$ cat src/rtl/comparator_4bit.sv
// Registered magnitude comparator with 7485-style cascade inputs.
// One result per in_valid cycle, presented on the flags one clock later.
module comparator_4bit #(
  parameter int WIDTH  = 4,
  parameter bit SIGNED = 1'b0
) (
  input  logic             clk,
  input  logic             rst,
  input  logic             in_valid,
  input  logic [WIDTH-1:0] A,
  input  logic [WIDTH-1:0] B,
  input  logic             casc_eq,
  input  logic             casc_gt,
  input  logic             casc_lt,
  output logic             out_valid,
  output logic             AeB,
  output logic             AgB,
  output logic             AlB
);

  // Inverting the sign bit maps two's-complement order onto unsigned order.
  localparam logic [WIDTH-1:0] SIGN_MASK =
    SIGNED ? (WIDTH'(1) << (WIDTH - 1)) : '0;

  // Flag vector layout: {gt, eq, lt}.
  logic [2:0] flags_d, flags_q;
  logic       vld_d, vld_q;

  function automatic logic [2:0] resolve(
    input logic [WIDTH-1:0] a,
    input logic [WIDTH-1:0] b,
    input logic             ceq,
    input logic             cgt,
    input logic             clt
  );
    logic [2:0] r;
    if (a > b)       r = 3'b100;
    else if (a < b)  r = 3'b001;
    else if (ceq)    r = 3'b010;
    else if (cgt)    r = 3'b100;
    else if (clt)    r = 3'b001;
    else             r = 3'b010;
    return r;
  endfunction

  always_comb begin
    flags_d = flags_q;
    vld_d   = in_valid;
    if (in_valid) begin
      flags_d = resolve(A ^ SIGN_MASK, B ^ SIGN_MASK, casc_eq, casc_gt, casc_lt);
    end
  end

  always_ff @(posedge clk or posedge rst) begin
    if (rst) begin
      flags_q <= 3'b000;
      vld_q   <= 1'b0;
    end else begin
      flags_q <= flags_d;
      vld_q   <= vld_d;
    end
  end

  assign out_valid = vld_q;
  assign AgB       = flags_q[2];
  assign AeB       = flags_q[1];
  assign AlB       = flags_q[0];

endmodule

$ cat config.mk
export PLATFORM = sky130hd
export DESIGN_NAME = comparator_4bit
export DESIGN_NICKNAME = d
export VERILOG_FILES = /design/src/rtl/comparator_4bit.sv
export SDC_FILE = /design/constraint.sdc
export NUM_CORES = 1
export LEC_CHECK = 0
export ABC_CLOCK_PERIOD_IN_PS = 1100
export CAP_MARGIN = 20
export CORE_AREA = 2 2 39 41
export DETAILED_ROUTE_END_ITERATION = 6
export DIE_AREA = 0 0 41 43
export PLACE_DENSITY = 0.55
export RECOVER_POWER = 100
export SLEW_MARGIN = 20
export SYNTH_ARGS = -nofsm -noshare
export SYNTH_HDL_FRONTEND = slang
export SYNTH_SLANG_ARGS = --single-unit
$ cat constraint.sdc
create_clock -name clk -period 1.1 [get_ports clk]
set_input_delay 0.22 -clock clk [delete_from_list [all_inputs] [get_ports clk]]
set_output_delay 0.22 -clock clk [all_outputs]
set_load 0.02 [all_outputs]
# After elaboration in Yosys (flattened, before gate mapping)
# Cells that the tools add are included.
word_totals:
  reg_bits: 4
  inputBits: 14
  word_cells: 9
classes:
  order_cmp: 2
  n_mux: 5
op_table:
  columns: ["operator", "n"]
  rows:
  - ["two-way mux 3 bit", 4]
  - ["greater-than comparator 4 bit", 1]
  - ["< comparator 4 bit", 1]
  - ["two-way mux 2 bit", 1]

# Logic depth before layout (Yosys ltp)
depth:
  ltp_word: 5
  mapped_depth: 6
  depth_no_buf: 6

# Worst setup path after synthesis
# Ideal clock, no wire load.
synth_path:
  path_type: "input -> register"
  start: "in B[3]"
  end: "reg flags_q[0]"
  setup_ns: 0.082
  t_arrival_ns: 1.144
  t_required_ns: 1.018
  slack_ns: -0.126
  cell_stages: 5
  path_buffers: 0
  cell_sequence: "inv_1 ha_1 nand4_2 or3_1 a31oi_1"
synth_between:
  elab_chain_len: 3
  elab_cells_between_ends: 4
  cone_classes: "2 x order compare; 2 x mux"
synth_lines:
  columns: ["item", "line_no", "rtl"]
  rows:
  - ["from (decl)", "11", "input logic [WIDTH-1:0] B,"]
  - ["< comparator 4 bit", "38", "else if (a < b) r = 3'b001;"]
  - ["two-way mux 3 bit", "38", null]
  - ["two-way mux 3 bit *", "37", "if (a > b) r = 3'b100;"]
  - ["to (signal assigned)", "59", "flags_q <= flags_d;"]
  - ["to (decl)", "26", "logic [2:0] flags_d, flags_q;"]
# Every way passes the cells marked *; elsewhere a longest branch is shown, timed or not.
# A chain may end at the register's enable or synchronous reset.

# Worst setup path in the final report
layout_path:
  start: "in A[1]"
  end: "reg flags_q[0]"
layout_between:
  elab_chain_len: 3
  elab_cells_between_ends: 4
  cone_classes: "2 x order compare; 2 x mux"
layout_lines:
  columns: ["item", "line_no", "rtl"]
  rows:
  - ["from (decl)", "10", "input logic [WIDTH-1:0] A,"]
  - ["< comparator 4 bit", "38", null]
  - ["two-way mux 3 bit", "38", null]
  - ["two-way mux 3 bit *", "37", null]
# Marks and branches as above.

==> impl_metrics.tcl <==
set metrics [dict create \
    syn_area_um2 273 \
    finalHoldViolCount 0 \
    crit_path_max_fanout 3 \
    fin_util_pct 39.2 \
    vdd_drop_max_mv 0.500 \
    synth_mux_area_share_pct 0 \
    n_fill_cell 149 \
    crit_required_ns 1.26 \
    seq_power_share_pct 31.5 \
    vias 284 \
    gp_congestion 0.633 \
    routed_wl_um 691 \
    dieArea_um2 1760 \
    place_area_um2 552 \
    drc_errors 0 \
    relSlewSlack_pct 83.3 \
    endpoint_kind "register" \
    grt_max_degree 8 \
    synth_compound_gate_area_share_pct 19.7 \
    final_area_um2 543 \
    synthToLayoutAreaGrowth_pct 99.1 \
    p_sw_share_pct 29.0 \
    cap_violations 0 \
    status "completed" \
    multi_input_area_um2 213 \
    worst_slew_pin_slew_ns 0.249 \
    yosys.area_share.xor_xnor_pct 0 \
    setup_viol 0 \
    min_path_type "in2async" \
    power.internal_uw 378 \
    synth_adder_area_share_pct 18.3 \
    hold_ws_ns 0.305 \
    htree_levels 1 \
    synth_area_per_cell_um2 9.09 \
    nets 72 \
    fin_crit_ns 1.07 \
    crit_path_start_kind "primary input" \
    drt.antenna.violating_nets 0 \
    firstDrtPassIters 4 \
    switching_power_uw 154 \
    skew_ns 0 \
    slew_violations 0 \
    cpLargestDelayFamily "simple AND/OR/NAND/NOR gates" \
    synth_cells 30 \
    cts_setup_buffers 0 \
    cts_buffer_depth 2 \
    n_antenna_cell 0 \
    hpwl_um 598 \
    criticalPathCategory "in2reg" \
    rsz0062_at_grt "false" \
    yosysUniqueCellTypes 14 \
    synth_top_family_by_area "compound AO/OA/AOI/OAI gates" \
    fin_crit_sh_pct 97.5 \
    leakage_nw 0.253 \
    crit_chain "buf_2, ha_4, nand4_4, or3_1, a31oi_1" \
    layout-drive-gt1-share_pct 59.6 \
    via_per_inst 4.18 \
    cpPeakStageDelay_ns 0.37 \
    wire_per_inst_um 10.2 \
    yosysTopAreaCellShare_pct 36.7 \
    grtUsageTotal_pct 9.69 \
    clock_latency_ns 0.24 \
    grt_pass1_wl_um 1120 \
    yosys.area_share.simple_pct 15.6 \
    pin_count 18 \
    chipHeight_um 43 \
    worst-path-buf-inv 1 \
    tritoncts "built" \
    gr-total-overflow 0 \
    portBuffers 17 \
    slowest_stage "or3_1" \
    max_freq_mhz 933 \
    p_per_area_nw_per_um2 980 \
    initialDrtViolationCount 3 \
    antenna_found_initial 0 \
    yosysSeqAreaShare_pct 36.7 \
    coreArea_um2 1380 \
    grt_pass1_vias 283 \
    start_util_pct 19.7 \
    rows 14 \
    cts_sinks 4 \
    regArea_um2 100 \
    arrival_ns 1.23 \
    ys_warn_count 0 \
    syn-num-nets 48 \
    yosysTopAreaCell "dfrtp_1" \
    cts_buffers 3 \
    die_w_um 41 \
    clkTransAtPathRegs_ns 0.04 \
    comb_power_share_pct 34.2 \
    pwr-share-clk_pct 34.4 \
    ys_top_cells_by_area "dfrtp_1, ha_1, inv_1, a21oi_1, nand4_2" \
    cts_root_buffer "clkbuf_4" \
    ys_ff_latch 4 \
]
state kept, by name, summed over array words and instances, names as in the netlist:
register and flops:
flags_q 3, out_valid 1
synthesized netlist by cell type (all sizes together):
| master | number |
|---|---|
| inv | 7 |
| a41o | 1 |
| ha | 4 |
| a21oi | 3 |
| nand4 | 1 |
| a31oi | 1 |
| o21ai | 1 |
| dfrtp | 4 |
| nor2b | 2 |
| nand2 | 2 |
| nor2 | 1 |
| a31o | 1 |
| a21o | 1 |
| or3 | 1 |
metal layers:
layer,vias up,GRT usage [%],share of wire (%)
li1,146,-,-
met1,138,10.5,42
met2,0,15.3,58
met3,0,3.14,0
met4,0,6.00,0
met5,-,0,0
cell usage in the layout (no fill, tap or decap), types with 2 or more instances in the layout:
cell / count
dlygate4sd3_1: 2
buf_4: 2
inv_1: 2
nor2b_1: 2
clkdlybuf4s50_1: 2
clkbuf_2: 6
dfrtp_1: 4
a21oi_1: 2
ha_4: 4
buf_2: 3
clkbuf_4: 3
nand2_1: 2
inv_2: 3
power by group through the flow:
stage               sequential, mW  clock, mW  combinational (mW)
floorplan                    0.185          0              0.0802
global placement             0.169          0               0.201
detailed placement           0.169          0               0.201
CTS                          0.168      0.193               0.188
global route                 0.169      0.210               0.200
finish                       0.168      0.183               0.182
worst paths after layout:
path,end,start,slack [ns],cells past startpoint
max,flags_q[0]$_DFFE_PP0P_,A[1],0.03,5
min,flags_q[0]$_DFFE_PP0P_,rst,0.30,2
max reg2reg,flags_q[2]$_DFFE_PP0P_,flags_q[2]$_DFFE_PP0P_,0.27,2
min reg2reg,flags_q[0]$_DFFE_PP0P_,flags_q[0]$_DFFE_PP0P_,0.54,2
max in group asynchronous,flags_q[1]$_DFFE_PP0P_,rst,0.63,2
min in group clk,flags_q[0]$_DFFE_PP0P_,A[3],0.42,5
layout make-up:
type / count / area share, %
Sequential cell: 4 / 18.4
Multi-Input combinational cell: 19 / 39.2
Clock buffer: 3 / 4.15
Tap cell: 16 / 3.69
Inverter: 7 / 7.60
Timing Repair Buffer: 19 / 27.0
logic make-up after synthesis:
group / Yosys count
buffers and inverters: 7
and+or+nand+nor: 7
AOI/OAI and AO/OA: 8
DFF: 4
adders and majority gates: 4
what timing repair did:
item                       4_1_cts  5_1_grt
hold buffers                     0        0
resized for setup               38       15
pin swaps                        6        6
setup endpoints to repair        7        6
through the flow:
step	total power, mW	setup WS, ns	TNS [ns]	std cells
4_1_cts	0.549	0.000278	0	68
6_report	0.532	0.0278	0	68
2_1_floorplan	0.265	-0.0461	-0.0461	30
5_1_grt	0.579	0.00345	0	68
3_5_place_dp	0.371	-0.745	-2.36	65
3_3_place_gp	0.371	-0.739	-2.39	65
Note: power is estimated with default switching activity, not from simulation.
==> variant: new RTL, same settings <==
`WIDTH`: 4 -> 5.
--- a/src/rtl/comparator_4bit.sv
+++ b/src/rtl/comparator_4bit.sv
@@ -2,5 +2,5 @@
 // One result per in_valid cycle, presented on the flags one clock later.
 module comparator_4bit #(
-  parameter int WIDTH  = 4,
+  parameter int WIDTH  = 5,
   parameter bit SIGNED = 1'b0
 ) (
Interface: changed (resized A and B); port bits go from 18 to 20. No check against the original RTL was run, so the function may have changed too.
==> variant against the unedited design <==
- the flow now finishes with violations (setup timing)
- utilization is 7.9 points higher
- sequential cell count stayed put
- first-iteration DRC count is 100% lower
- area after synthesis is 17% higher
- critical path depth stayed put
- global-route usage is 0.83 points higher
- routed wire length is 19% higher
- total power is 9.3% higher
- setup slack worse by 78 ps
- cell area is 20% higher
- non-clock buffer count is 5 higher
- critical endpoint unchanged
==> variant: results (changes against the unedited design) <==
stage,metric,value,unit,change
placement,io_buffer_count,19,,was 17
timing,timing.final.ws_setup,-50.6,ps,was 27.8 ps
global_route,grt_start_max_net_pins,5,,was 8
synth,synth_common_cells,"inv_1, ha_1, dfrtp_1",,"was inv_1, dfrtp_1, ha_1"
global_route,grt_pass1_vias,349,,was 283
worst_setup_path,critical_path_arrival,1330,ps,was 1230 ps
timing,relSlewSlack,84.9,%,was 83.3%
worst_setup_path,cp_max_fo,2,,was 3
drt,avgRoutedWirePerCell,10.8,um,was 10.2 um
synth,synth-seq-area-share,31.3,%,was 36.7%
placement,placed_cells,74,,was 65
placement,dpl_cell_area,641,um2,was 552 um2
drt,drt-pass1-iter-count,1,,was 4
placement,gp_congestion,0.614,,was 0.633
synth,synth_cells,33,,was 30
synth,syn-num-nets,54,,was 48
drt,wl_met3,45,um,was 0 um
layout,final_cell_count_no_fill,76,,was 68
layout,layout-drive-gt1-share,68.3,%,was 59.6%
pwr,leakage,0.299,nW,was 0.253 nW
worst_setup_path,timing.reg2reg.setup_slack,290,ps,was 270 ps
synth,ys_types,16,,was 14
drt,num_vias,332,,was 284
placement,post-place-ws,-806,ps,was -745 ps
run_status,status,"finished, violations left",,"was complete, no violations"
global_route,grt_pass1_wl,1220,um,was 1120 um
run_status,violations,setup timing,,
drt,top_layer,met4,,was met2
timing,setup_viol,2,,was 0
layout,layout.nets,83,,was 72
timing,fin_setup_tns,-56.0,ps,was 0 ps
global_route,grt_usage,10.5,%,was 9.69%
[variant: cell type report]
type	count	area [um2]
Sequential cell	4	100
Clock buffer	3	22.5
Inverter	9	48.8
Tap cell	16	20.0
Fill cell	144	732
Timing Repair Buffer	24	193
Multi-Input combinational cell	20	268
[variant: layer usage]
| metal | global-route usage [%] | up-vias |
|---|---|---|
| li1 | - | 165 |
| met1 | 9.90 | 147 |
| met2 | 17.5 | 15 |
| met3 | 0 | 5 |
| met4 | 12.0 | 0 |
| met5 | 0 | - |
[variant: worst paths after layout]
kind / depth (start not counted) / startpoint / end
min reg2reg: 2 / flags_q[1] / flags_q[1]
min: 2 / rst / flags_q[1]
max: 5 / casc_lt / flags_q[0]
max reg2reg: 2 / flags_q[0] / flags_q[0]
max in group asynchronous: 2 / rst / flags_q[0]
min in group clk: 4 / A[4] / flags_q[2]
[variant: critical path, stage by stage]
cell and delay (ps):
clkdlybuf4s50_1 530, nand2b_4 70, buf_4 130, o31ai_2 220
o22a_2 170
[variant: kinds of logic after synthesis]
| group | after synthesis |
|---|---|
| buffers and inverters | 9 |
| AO/OA/AOI/OAI | 8 |
| adder cells (fa/ha/maj) | 5 |
| flip-flops | 4 |
| AND/OR/NAND/NOR | 7 |
[variant: stage by stage]
step	total power, mW	hold slack (ps)	utilization (%)
after floorplan	0.271	-13.9	-
after global placement	0.397	417	46.3
after detailed placement	0.399	417	46.3
after CTS	0.571	175	46.5
after global routing	0.612	323	47.1
final	0.582	302	47.1
[variant: what timing repair did]
item,CTS,global route
resized for setup,41,21
pin swaps,10,12
setup endpoints to repair,7,7
[variant: where the power goes]
group	total [mW]	leakage (nW)	internal (mW)	switching (mW)
Combinational	0.228	0.237	0.126	0.102
Clock	0.187	0.0138	0.122	0.0650
Sequential	0.166	0.0489	0.160	0.00546
